--- config.mk ---
export PLATFORM = sky130hd
export DESIGN_NAME = mem_port_arbiter
export DESIGN_NICKNAME = d
export VERILOG_FILES = /design/src/rtl/mem_port_arbiter.sv
export SDC_FILE = /design/constraint.sdc
export NUM_CORES = 1
export LEC_CHECK = 0
export ABC_CLOCK_PERIOD_IN_PS = 8700
export BUFFER_PORTS_ARGS = -buffer_cell sky130_fd_sc_hd__buf_4
export CELL_PAD_IN_SITES_DETAIL_PLACEMENT = 0
export CELL_PAD_IN_SITES_GLOBAL_PLACEMENT = 1
export CORE_ASPECT_RATIO = 1.1
export CORE_MARGIN = 2
export CORE_UTILIZATION = 37
export DETAILED_ROUTE_END_ITERATION = 8
export PLACE_DENSITY_LB_ADDON = 0.1
export SLEW_MARGIN = 20
export SYNTH_ARGS = -nofsm -noshare
export SYNTH_HDL_FRONTEND = slang
export SYNTH_SLANG_ARGS = --single-unit
--- constraint.sdc ---
create_clock -name clk -period 8.7 [get_ports clk]
set_input_delay 0 -clock clk [delete_from_list [all_inputs] [get_ports clk]]
set_output_delay 0 -clock clk [all_outputs]
set_load 0.05 [all_outputs]
--- src/rtl/mem_port_arbiter.sv ---
// mem_port_arbiter: shares one memory port between instruction fetch and data access
//   clk, rst                          rising-edge clock, async active-high reset
//   imem_addr/rmask -> imem_rdata/resp fetch request pulse in, fetch completion out
//   dmem_addr/rmask/wmask/wdata -> dmem_rdata/resp  data request pulse in, completion out
//   mem_addr/rmask/wmask/wdata, mem_rdata/resp      unified memory port
//   busy                              any request pending or outstanding
module mem_port_arbiter #(
   parameter bit DMEM_FIRST = 1'b1
) (
   input  logic        clk,
   input  logic        rst,
   input  logic [31:0] imem_addr,
   input  logic [3:0]  imem_rmask,
   output logic [31:0] imem_rdata,
   output logic        imem_resp,
   input  logic [31:0] dmem_addr,
   input  logic [3:0]  dmem_rmask,
   input  logic [3:0]  dmem_wmask,
   input  logic [31:0] dmem_wdata,
   output logic [31:0] dmem_rdata,
   output logic        dmem_resp,
   output logic [31:0] mem_addr,
   output logic [3:0]  mem_rmask,
   output logic [3:0]  mem_wmask,
   output logic [31:0] mem_wdata,
   input  logic [31:0] mem_rdata,
   input  logic        mem_resp,
   output logic        busy
);
   typedef enum logic [1:0] {IDLE, BUSY_I, BUSY_D} state_t;
   state_t state, state_d;
   logic        i_v, d_v;
   logic [31:0] i_addr, d_addr, d_wdata;
   logic [3:0]  i_rmask, d_rmask, d_wmask;
   logic        i_take, d_take, i_iss, d_iss;
   // a side completing this cycle is free again, so its next pulse is accepted
   assign i_take = (|imem_rmask) & ~i_v & ~((state == BUSY_I) & ~mem_resp);
   assign d_take = (|(dmem_rmask | dmem_wmask)) & ~d_v & ~((state == BUSY_D) & ~mem_resp);
   assign d_iss  = (state == IDLE) & d_v & (~i_v | DMEM_FIRST);
   assign i_iss  = (state == IDLE) & i_v & ~d_iss;
   always_ff @(posedge clk or posedge rst) begin
      if (rst) begin
         i_v     <= 1'b0;
         i_addr  <= '0;
         i_rmask <= '0;
      end else if (i_take) begin
         i_v     <= 1'b1;
         i_addr  <= imem_addr;
         i_rmask <= imem_rmask;
      end else if (i_iss) begin
         i_v     <= 1'b0;
      end
   end
   always_ff @(posedge clk or posedge rst) begin
      if (rst) begin
         d_v     <= 1'b0;
         d_addr  <= '0;
         d_rmask <= '0;
         d_wmask <= '0;
         d_wdata <= '0;
      end else if (d_take) begin
         d_v     <= 1'b1;
         d_addr  <= dmem_addr;
         d_rmask <= dmem_rmask;
         d_wmask <= dmem_wmask;
         d_wdata <= dmem_wdata;
      end else if (d_iss) begin
         d_v     <= 1'b0;
      end
   end
   always_ff @(posedge clk or posedge rst) begin
      if (rst) state <= IDLE;
      else     state <= state_d;
   end
   always_comb begin
      state_d   = state;
      mem_addr  = '0;
      mem_rmask = '0;
      mem_wmask = '0;
      mem_wdata = '0;
      imem_resp = 1'b0;
      dmem_resp = 1'b0;
      case (state)
         IDLE: begin
            if (d_iss) begin
               mem_addr  = d_addr & ~32'h3;
               mem_rmask = d_rmask;
               mem_wmask = d_wmask;
               mem_wdata = d_wdata;
               state_d   = BUSY_D;
            end else if (i_iss) begin
               mem_addr  = i_addr & ~32'h3;
               mem_rmask = i_rmask;
               state_d   = BUSY_I;
            end
         end
         BUSY_I: begin
            imem_resp = mem_resp;
            state_d   = mem_resp ? IDLE : BUSY_I;
         end
         BUSY_D: begin
            dmem_resp = mem_resp;
            state_d   = mem_resp ? IDLE : BUSY_D;
         end
         default: state_d = IDLE;
      endcase
   end
   assign imem_rdata = mem_rdata;
   assign dmem_rdata = mem_rdata;
   assign busy       = (state != IDLE) | i_v | d_v;
endmodule

==> impl_metrics.toml <==
[outcome]
status = "finished, final reports clean"

[power]
p_comb_frac = 0.565
netSwitchingFraction = 0.441
p_clk_frac = 0.147
net-switching-power_mw = 1.37
p_seq_frac = 0.288
peakVddDrop_uv = 176
powerDensity_nw_per_um2 = 410
p_leak_nw = 3.48
intPower_mw = 1.74

[place]
gp_congestion = 0.708
port-buffer-count = 179
postPlaceCellArea_um2 = 6190
hpwl_um = 8470

[timing]
worst_pin_slew_ns = 0.999
skew_ns = 0.00831
fmax_mhz = 384
fin_tns_setup_ns = 0
relSlewSlack = 0.334
finalCritPeriodShare = 0.299
finalSetupViolCount = 0
layout_min_cycle_time_ns = 2.60
drv_slew = 0
hold_viol = 0
rsz0062_at_grt = "no"

[cts]
root_buffer = "clkbuf_16"
cts_made_buffers = 9
cts_tree = "done"
holdBufCountCts = 105
clk_pin_slew_worst_paths_ns = 0.07
clock_sinks = 108
clockBufferDepth = 2
post_cts_resized = 0
htreeDepth = 3
clk_latency_ns = 0.34
post-cts-setup-buffer-count = 0

[layout]
drive_gt1_frac = 0.491
final_util = 0.550
multi_input_area_um2 = 1860
diodes = 0
syn2layout_area_growth_pct = 45.1
final_nets = 749
design_area_um2 = 7580
seq_area_um2 = 2700
fill_cells = 1234

[worst_hold_path]
hold_class = "input pin to primary output"

[detailed_routing]
drcViolationCount = 0
route.vias.total = 3795
ant_nets = 0
vias_per_cell = 4.75
drtIter0Drc = 127
wl_per_cell_um = 16.9
first_pass_iters = 4
drt_wl_total_um = 13500

[floorplan]
ios = 282
core_area_um2 = 13800
die_area_um2 = 15100
rows = 45
start_util = 0.379
die_x_um = 117
die_h_um = 129

[critical_path]
cp_max_fo = 23
critPathCaptureType = "primary output"
arrival_ns = 2.60
cp-start-kind = "flop"
required_ns = 8.70
criticalPathCategory = "flop to primary output"

[synth]
ys_ff_latch = 108
netlist_area_um2 = 5230
ys_types = 24
ys_seq_area_frac = 0.517
synth_area_leaders = "dfrtp_1 52%, mux2_2 20%, buf_4 9.5%"
synth_top_area_cell = "dfrtp_1"
synthCells = 394
synth_top_cell_area_share = 0.517
syn_avg_cell_area_um2 = 13.3
yosysWarnings = 0

[global_routing]
overflow = 0
grt_pass1_vias = 4235
grt_max_degree = 83
antenna_found_initial = 0
grt_pass1_wl_um = 21500
grt.total_usage = 0.180

[flow_run]
cap_violations = 0
[path summary, 6_finish.rpt]
kind                       slack, ns              startpoint  cells after the start                     end
max                             6.10    state[1]$_DFFE_PP0P_                      5            mem_rmask[1]
min in group asynchronous       0.19                     rst                      3  d_wdata[9]$_DFFE_PP0P_
max reg2reg                     6.32    state[0]$_DFFE_PP0P_                      4   i_addr[4]$_DFFE_PP0P_
min                          0.00002            mem_rdata[0]                      0           dmem_rdata[0]
min reg2reg                     0.48  d_wdata[2]$_DFFE_PP0P_                      1  d_wdata[2]$_DFFE_PP0P_
max in group asynchronous       7.43                     rst                      4  d_addr[16]$_DFFE_PP0P_
[per-stage QoR]
| step | std cells | power, mW | worst slack, ns | hold WS, ns |
|---|---|---|---|---|
| detailed placement | 678 | 2.64 | 6.31 | 0.000526 |
| finish | 799 | 3.11 | 6.10 | 0.0000217 |
| floorplan | 395 | 2.26 | 5.85 | 0.135 |
| CTS | 799 | 3.14 | 6.02 | 0.000526 |
| global route | 799 | 3.28 | 5.90 | 0.0000938 |
| global placement | 678 | 2.61 | 6.31 | 0.000526 |
[layout by cell type, fill, tap and decap left out, drive strengths merged, types with 3 or more instances in the layout]
cell type,instances
buf,184
dfrtp,108
dlygate4sd3,105
mux2,104
and2,37
a22o,34
clkbuf,12
nor3b,5
nor4,3
inv,3
[power by group through the flow]
stage               combinational (mW)  clock [mW]  sequential, mW
floorplan                         1.40           0           0.856
global placement                  1.72           0           0.890
finish                            1.76       0.457           0.894
global route                      1.86       0.488           0.931
CTS                               1.78       0.471           0.896
detailed placement                1.73           0           0.904
[area by class of cell]
type / count / share of cell area
clock buffer: 12 / 0.0351
clock inverter: 4 / 0.00924
inverter: 3 / 0.00181
multi-input combinational: 195 / 0.245
sequential: 108 / 0.356
tap: 188 / 0.0310
timing repair buffer: 289 / 0.321
[critical path, stage by stage (launching register included)]
cell     delay [ns]
dfrtp_1        0.48
nor3_1         0.36
and2_1         0.58
buf_4          0.42
a22o_1         0.21
buf_4          0.20
[sequential cells by signal (all words and copies together), names as in the netlist]
name and flops:
d_addr 30, d_rmask 4, d_v 1, d_wdata 32, d_wmask 4, i_addr 30
i_rmask 4, i_v 1, state 2
[routing by layer]
| layer | GRT usage | up-vias | wire length [um] |
|---|---|---|---|
| met1 | 0.211 | 1909 | 5440 |
| met5 | 0 | - | 0 |
| met2 | 0.310 | 112 | 6850 |
| li1 | - | 1723 | - |
| met3 | 0.0474 | 51 | 800 |
| met4 | 0.0886 | 0 | 428 |
[cells in the mapped netlist]
library cell,number
nor3_2,1
buf_2,5
dfrtp_1,108
or2_2,1
a22o_1,34
nor3b_1,4
mux2_2,95
o21ai_0,1
nor4_1,3
o21bai_1,1
a211oi_4,1
clkbuf_1,7
buf_6,11
and2_1,37
nor3_1,1
conb_1,1
mux2_1,9
inv_1,3
nand2b_1,1
nor3b_2,1
buf_4,66
mux2i_1,1
nor2_1,1
nand2_1,1
[logic make-up (layout without fill, tap and decap cells)]
group,count (synthesis),after routing,share of synthesized area
AOI/OAI and AO/OA,37,37,0.0632
other,1,2,0.000717
and+or+nand+nor,51,51,0.0627
buffers and inverters,92,308,0.130
DFF,108,108,0.517
muxes,105,105,0.226
No activity file was read; power rests on OpenSTA's default activity.
